`src/rtl/fft_sram_scheduler.sv`:
```
// Shared 256xDW SRAM arbiter/sequencer: host single-word access in IDLE, FFT engine owns ports in RUN.
// Latency: host read data valid 1 cycle after grant; o_fft_working 1 cycle after accepted start.
// Backpressure: host stalls (gnt=0) outside IDLE or when start wins; optional watchdog via WATCHDOG_EN.
module fft_sram_scheduler #(
  parameter int AW        = 8,
  parameter int DW        = 128,
  parameter int WD_MARGIN = 64
) (
  input  logic          clk,
  input  logic          rst,
  input  logic          i_start,
  input  logic [2:0]    i_point_config,
  input  logic [10:0]   i_cycle_count,
  output logic          o_busy,
  output logic          o_done,
  output logic          o_error,
  input  logic          i_host_req,
  input  logic          i_host_we,
  input  logic [AW-1:0] i_host_addr,
  input  logic [DW-1:0] i_host_wdata,
  output logic          o_host_gnt,
  output logic          o_host_rvalid,
  output logic [DW-1:0] o_host_rdata,
  output logic          o_fft_working,
  output logic [2:0]    o_fft_point_config,
  output logic [10:0]   o_fft_cycle_count,
  input  logic          i_fft_done,
  input  logic [AW-1:0] i_fft_raddr1,
  input  logic [AW-1:0] i_fft_raddr2,
  input  logic [AW-1:0] i_fft_waddr1,
  input  logic [AW-1:0] i_fft_waddr2,
  input  logic [DW-1:0] i_fft_wdata1,
  input  logic [DW-1:0] i_fft_wdata2,
  input  logic          i_fft_we,
  output logic [DW-1:0] o_fft_rdata1,
  output logic [DW-1:0] o_fft_rdata2,
  output logic [AW-1:0] o_sram_raddr1,
  output logic [AW-1:0] o_sram_raddr2,
  output logic [AW-1:0] o_sram_waddr1,
  output logic [AW-1:0] o_sram_waddr2,
  output logic [DW-1:0] o_sram_wdata1,
  output logic [DW-1:0] o_sram_wdata2,
  output logic          o_sram_we,
  input  logic [DW-1:0] i_sram_rdata1,
  input  logic [DW-1:0] i_sram_rdata2
);

  typedef enum logic [1:0] {S_IDLE, S_RUN, S_FLUSH, S_DONE} state_t;

  state_t      state, state_nxt;
  logic        start_acc;
  logic        wd_trip;
  logic [2:0]  cfg_q;
  logic [10:0] cnt_q;
  logic        rvalid_q;

  assign start_acc = (state == S_IDLE) && i_start && !rst;

`ifdef WATCHDOG_EN
  logic [11:0] wd_cnt;
  logic [11:0] wd_limit;
  logic [11:0] wd_cnt_inc;
  logic        error_q;

  assign wd_limit   = {1'b0, cnt_q} + 12'(WD_MARGIN);
  assign wd_cnt_inc = wd_cnt + 12'd1;
  // Fires on the RUN cycle whose ordinal equals count + margin.
  assign wd_trip    = (state == S_RUN) && !i_fft_done && (wd_cnt_inc == wd_limit);

  always_ff @(posedge clk) begin
    if (rst) begin
      wd_cnt  <= '0;
      error_q <= 1'b0;
    end else begin
      if (start_acc)
        wd_cnt <= '0;
      else if (state == S_RUN)
        wd_cnt <= wd_cnt_inc;
      if (start_acc)
        error_q <= 1'b0;
      else if (wd_trip)
        error_q <= 1'b1;
    end
  end

  assign o_error = error_q;
`else
  assign wd_trip = 1'b0;
  assign o_error = 1'b0;
`endif

  always_ff @(posedge clk) begin
    if (rst) begin
      state    <= S_IDLE;
      cfg_q    <= '0;
      cnt_q    <= '0;
      rvalid_q <= 1'b0;
    end else begin
      state    <= state_nxt;
      rvalid_q <= o_host_gnt && !i_host_we;
      if (start_acc) begin
        cfg_q <= i_point_config;
        cnt_q <= i_cycle_count;
      end
    end
  end

  always_comb begin
    state_nxt = state;
    case (state)
      S_IDLE:  if (i_start) state_nxt = S_RUN;
      S_RUN:   if (i_fft_done || wd_trip) state_nxt = S_FLUSH;
      S_FLUSH: state_nxt = S_DONE;
      S_DONE:  state_nxt = S_IDLE;
      default: state_nxt = S_IDLE;
    endcase
  end

  // Port mux is selected by registered state only; start takes priority over a host request.
  always_comb begin
    o_host_gnt    = 1'b0;
    o_sram_raddr1 = '0;
    o_sram_raddr2 = '0;
    o_sram_waddr1 = '0;
    o_sram_waddr2 = '0;
    o_sram_wdata1 = '0;
    o_sram_wdata2 = '0;
    o_sram_we     = 1'b0;
    if (!rst) begin
      case (state)
        S_IDLE: begin
          if (i_host_req && !i_start) begin
            o_host_gnt = 1'b1;
            if (i_host_we) begin
              o_sram_we     = 1'b1;
              o_sram_waddr1 = i_host_addr;
              o_sram_waddr2 = i_host_addr;
              o_sram_wdata1 = i_host_wdata;
              o_sram_wdata2 = i_host_wdata;
            end else begin
              o_sram_raddr1 = i_host_addr;
            end
          end
        end
        S_RUN: begin
          o_sram_raddr1 = i_fft_raddr1;
          o_sram_raddr2 = i_fft_raddr2;
          o_sram_waddr1 = i_fft_waddr1;
          o_sram_waddr2 = i_fft_waddr2;
          o_sram_wdata1 = i_fft_wdata1;
          o_sram_wdata2 = i_fft_wdata2;
          o_sram_we     = i_fft_we && !i_fft_done;
        end
        S_FLUSH: begin
          o_sram_raddr1 = i_fft_raddr1;
          o_sram_raddr2 = i_fft_raddr2;
        end
        default: ;
      endcase
    end
  end

  assign o_busy             = (state != S_IDLE);
  assign o_done             = (state == S_DONE);
  assign o_fft_working      = (state == S_RUN);
  assign o_fft_point_config = cfg_q;
  assign o_fft_cycle_count  = cnt_q;
  assign o_host_rvalid      = rvalid_q;
  assign o_host_rdata       = i_sram_rdata1;
  assign o_fft_rdata1       = i_sram_rdata1;
  assign o_fft_rdata2       = i_sram_rdata2;

endmodule

```
`config.mk`:
```
export PLATFORM = sky130hd
export DESIGN_NAME = fft_sram_scheduler
export DESIGN_NICKNAME = d
export VERILOG_FILES = /design/src/rtl/fft_sram_scheduler.sv
export SDC_FILE = /design/constraint.sdc
export NUM_CORES = 1
export LEC_CHECK = 0
export BUFFER_PORTS_ARGS = -buffer_cell sky130_fd_sc_hd__buf_2
export CAP_MARGIN = 20
export CORE_AREA = 2 2 539 541
export CTS_BUF_LIST = sky130_fd_sc_hd__clkbuf_4 sky130_fd_sc_hd__clkbuf_8
export CTS_CLUSTER_DIAMETER = 40
export DETAILED_ROUTE_END_ITERATION = 10
export DIE_AREA = 0 0 541 543
export PLACE_DENSITY = 0.3
export SLEW_MARGIN = 15
export SYNTH_ARGS = -nofsm -noshare
export SYNTH_HDL_FRONTEND = slang
export SYNTH_SLANG_ARGS = --single-unit
```
`constraint.sdc`:
```
create_clock -name clk -period 1.5 [get_ports clk]
set_input_delay 0 -clock clk [delete_from_list [all_inputs] [get_ports clk]]
set_output_delay 0 -clock clk [all_outputs]
set_load 0.02 [all_outputs]
```
### After elaboration in Yosys (flattened, before gate mapping)

Cells that the tools add are included.

* bits in registers: 17
* input port bits: 701
* output and inout bits: 693
* word-level logic and storage cells: 50

* equality and inequality tests: 5
* multiplexer cells: 28
* reduce and logical (&&, ||, !) cells: 13

Operator list (number)
* $mux W128: 4
* $pmux W128 S2: 2
* $mux W8: 9
* $pmux W8 S2: 3
* $pmux W2 S4: 1
* $mux W1: 6
* $logic_and A1 B1 Y1: 5
* $eq A2 B2 Y1 const B: 2
* $logic_not A1 Y1: 4
* $mux W2: 2
* $eq A2 B1 Y1 const B: 1
* $logic_not A2 Y1: 1
* $ne A2 B1 Y1 const B: 1
* $ne A2 B2 Y1 const B: 1
* $pmux W1 S2: 1
* $reduce_and A2 Y1: 1
* $reduce_bool A2 Y1: 1
* $reduce_or A2 Y1: 1

### Depth between registers and ports, before layout

* depth after elaboration: 6
* mapped depth: 8
* gate-level depth less buffers: 5

### Worst setup path before layout

No wires, ideal clock.

* path kind: flip-flop to output port
* start: register state[1]
* end: output port o_sram_waddr1[0]
* arrival: 1.798 ns
* data required time: 1.500 ns
* slack: -0.298 ns
* stages on the path, launching flop included: 8
* path buffers: 3
* path through: dfxtp_1 -> inv_1 -> ha_1 -> buf_2 -> buf_4 -> clkbuf_1 -> nand2_1 -> a21oi_1

* longest elaborated chain between the ends: 3
* elaborated cells between the ends (all ways): 4

RTL lines
* from (decl): RTL line 50 `state_t state, state_nxt;`
* from (signal assigned): RTL line 99 `state <= state_nxt;`
* $eq A2 B1 Y1
* net o_fft_working: RTL line 24 `output logic o_fft_working,`
* $pmux W8 S2: RTL line 130 `case (state)`
* $mux W8: RTL line 129 `if (!rst) begin`
* to (decl): RTL line 39 `output logic [AW-1:0] o_sram_waddr1,`

The timed path passes the listed nets, and every way through them passes these cells.

### Worst setup path after layout

* start: register state[0]
* end: output port o_sram_wdata2[63]

* longest elaborated chain between the ends: 3
* elaborated cells between the ends (all ways): 4

RTL lines
* $eq A2 B1 Y1 or $logic_not A2 Y1 (tied branches): RTL line 130
* $pmux W128 S2 *: RTL line 130
* $mux W128 *: RTL line 129
* to (decl): RTL line 42 `output logic [DW-1:0] o_sram_wdata2,`

Mark *: on every way between the ends. The rest lies on a longest branch, timed or not.

==> out/qor.csv <==
metric;value;unit
max-cap violation count;0;
register clock-pin slew on the reported worst setup and hold paths;70;ps
number of global-route vias before repair;11400;
fin nets;2505;
setup TNS;-153840;ps
M1 GR Usage;8.67;%
Routability Congestion;0.928;
Clk pwr share;1.5;%
share of layout cells above drive strength 1;76.5;%
DR WL/cell;26.3;um
TritonRoute pass-1 iters;4;
DRC;0;
Port Buffers;752;
fillcell total;33800;
Comb power frac;96.0;%
Reg-to-Reg Start;state[1]$_SDFFE_PP0P_;
post-route ant nets;0;
CTS tree;done;
grt total ovfl;0;
GRT met2 Usage;15.2;%
Die Ht;543;um
number of distinct library cells after synthesis;24;
fin worst setup slack;-680;ps
P_int;10.8;mW
Initial Utilization;2.44;%
HPWL after DPL;132;mm
post-synthesis sequential area ratio;4.86;%
Flop pwr share;2.5;%
Sw Share;56.6;%
Final Hold Fails;0;
Max Clk Rate;459;MHz
Lkg Pwr;7.04;nW
Placeable Area;0.287;mm^2
post-layout util;7.26;%
top cells by area, synth;buf_4 (42%), nand2_1 (23%), a21oi_1 (20%);
commonest cells after routing, fill and taps aside;buf_2 (509), nand2_1 (342), a21oi_4 (155);
Max Root-Sink Buffers;2;
Post-Route WL;147;mm
Slowest cell on crit path;dfxtp_2;
first-pass GRT wire length;167;mm
worst path cell trace;inv_2 > buf_4 > ha_4 > o21bai_4 > buf_12 > buf_16 > buf_4 > a21oi_2 > buf_4 > buf_4;
CP Max Fanout;8;
syn_nets;1957;
Final period util;145;%
CTS Buf Count;3;
Syn Inst Count;1251;
status;complete, but fails checks;
Die X;541;um
clk sinks;17;
start point of the worst min-delay path;i_sram_rdata2[115];
setup violators final;293;
synthesized flop and latch total;17;
Synth Warn #;0;
CTS root buffer;clkbuf_8;
Critical Path AT;2180;ps
largest net degree at the start of global routing;49;
kind of critical path;reg -> out;
power after layout;24.8;mW
Die Area;0.294;mm^2
Max rail drop VDD;0.388;mV
largest area contributor in the synthesized netlist;buf_4;
failing checks;setup timing;
number of vias per cell;1.98;
Hold Crit Class;in -> out;
Switching Power;14.0;mW
RSZ-0062 raised after global routing;true;
layer with the highest usage;met2;
cell with the most instances on the worst path;buf_4;
Tot GR Track Use;9.18;%
share of the synthesized area in the top cell type;41.5;%
synth-to-layout area growth;198;%
I/O Pins;1394;
DRC violation total after the first TritonRoute iteration;662;
met3 Use GR;6.42;%
dpl ws;-842;ps
Slew Viols, Final;0;
total number of vias;11100;
CP peak stage delay;350;ps
antenna violations before repair;32;
CP Data Required Time;1500;ps
critical path endpoint category;output pin;
Finished Layout Cells;5584;
crit path time final;2180;ps
CP startpoint;state[0]$_SDFFE_PP0P_;
skew final;2.38;ps
type of origin of the critical path;register;
clk_lat worst skew;260;ps
row cnt;197;
Syn Area/Cell;5.60;um^2
post-synthesis cell area;0.00700;mm^2
Cell Pwr Density;1190;mW/mm^2
placed cell count;5500;
most common cell after layout, fill and taps aside;buf_2;
H-Tree Depth;1;
-- routing by layer --
metal	up-vias	share of wire, %
met5	-	0.042
met4	10	5.2
met3	397	16
met2	737	46
met1	5167	32
li1	4743	-
-- per-stage QoR --
| step | hold WS, ps | instance area, um^2 |
|---|---|---|
| floorplan | 71.6 | 8540 |
| global placement | 0.173 | 17300 |
| detailed placement | 0.173 | 17300 |
| CTS | 0.173 | 18700 |
| global route | 0.0292 | 20900 |
| finish | 0.00777 | 20900 |
-- what timing repair did --
| action | 4_1_cts | 5_1_grt |
|---|---|---|
| pin swaps | 66 | 77 |
| setup endpoints to repair | 294 | 293 |
| hold buffers | 13 | 0 |
| cloned | 4 | 22 |
| setup buffers | 14 | 27 |
| hold endpoints to repair | 13 | 0 |
| gates resized for setup | 250 | 356 |
-- kinds of logic (layout without fill, tap and decap cells) --
family | after synthesis | count (layout) | share of synthesized area, %
AOI/OAI and AO/OA | 297 | 297 | 21.8
muxes | 1 | 1 | 0.143
adders and majority gates | 5 | 5 | 0.894
buffers and inverters | 468 | 1015 | 46.6
and+or+nand+nor | 462 | 462 | 25.6
DFF | 17 | 17 | 4.86
other | 1 | 6 | 0.0536
-- Yosys cell counts --
master and instances:
buf_1 11, and2_0 1, nor3b_1 1, and2_1 8, ha_1 5, inv_1 3
o31ai_1 1, nand2_1 437, buf_4 387, a22o_1 8, o21bai_1 1, buf_2 14
nand2b_1 2, buf_6 5, dfxtp_1 17, and4b_1 2, mux2i_1 1, a21oi_1 286
a32oi_1 1, or4_1 1, clkbuf_1 48, nor2b_1 5, conb_1 1, nor2_1 5
-- power groups by stage --
stage / sequential [mW] / clock (mW) / combinational (mW)
after floorplan: 0.709 / 0 / 8.80
after global placement: 0.650 / 0 / 19.5
after detailed placement: 0.646 / 0 / 19.4
after CTS: 0.643 / 0.394 / 21.0
after global routing: 0.654 / 0.410 / 25.4
final: 0.632 / 0.368 / 23.8
-- final cells by class --
| cell class | count | area [um^2] | area share (%) |
|---|---|---|---|
| clock buffer | 3 | 41.3 | 0.198 |
| clock inverter | 1 | 7.51 | 0.0360 |
| inverter | 3 | 13.8 | 0.0660 |
| multi-input combinational | 766 | 6180 | 29.6 |
| tap | 3781 | 4730 | 22.7 |
| antenna | 5 | 12.5 | 0.0600 |
| timing repair buffer | 1008 | 9540 | 45.7 |
| sequential | 17 | 343 | 1.64 |
-- path summary, 6_finish.rpt --
path / to / slack, ps / cells after the start
worst max-delay path: o_sram_wdata2[63] / -680 / 10
worst min-delay path: o_fft_rdata2[115] / 0.008 / 0
worst max register to register: state[0]$_SDFFE_PP0P_ / -280 / 8
worst min register to register: o_fft_point_config[2]$_SDFFE_PP0P_ / 460 / 2
-- flip-flops by register name, indices dropped and copies added (netlist names) --
register	flops
o_host_rvalid	1
o_fft_cycle_count	11
state	2
o_fft_point_config	3
-- worst max-delay path, delay by kind of cell (launching register included) --
kind	cells	cell delay [ps]
compound gates	2	280
flops	1	350
buf+inv	7	1060
fa+ha+maj	1	170
Power figures use the tool's default switching activity.
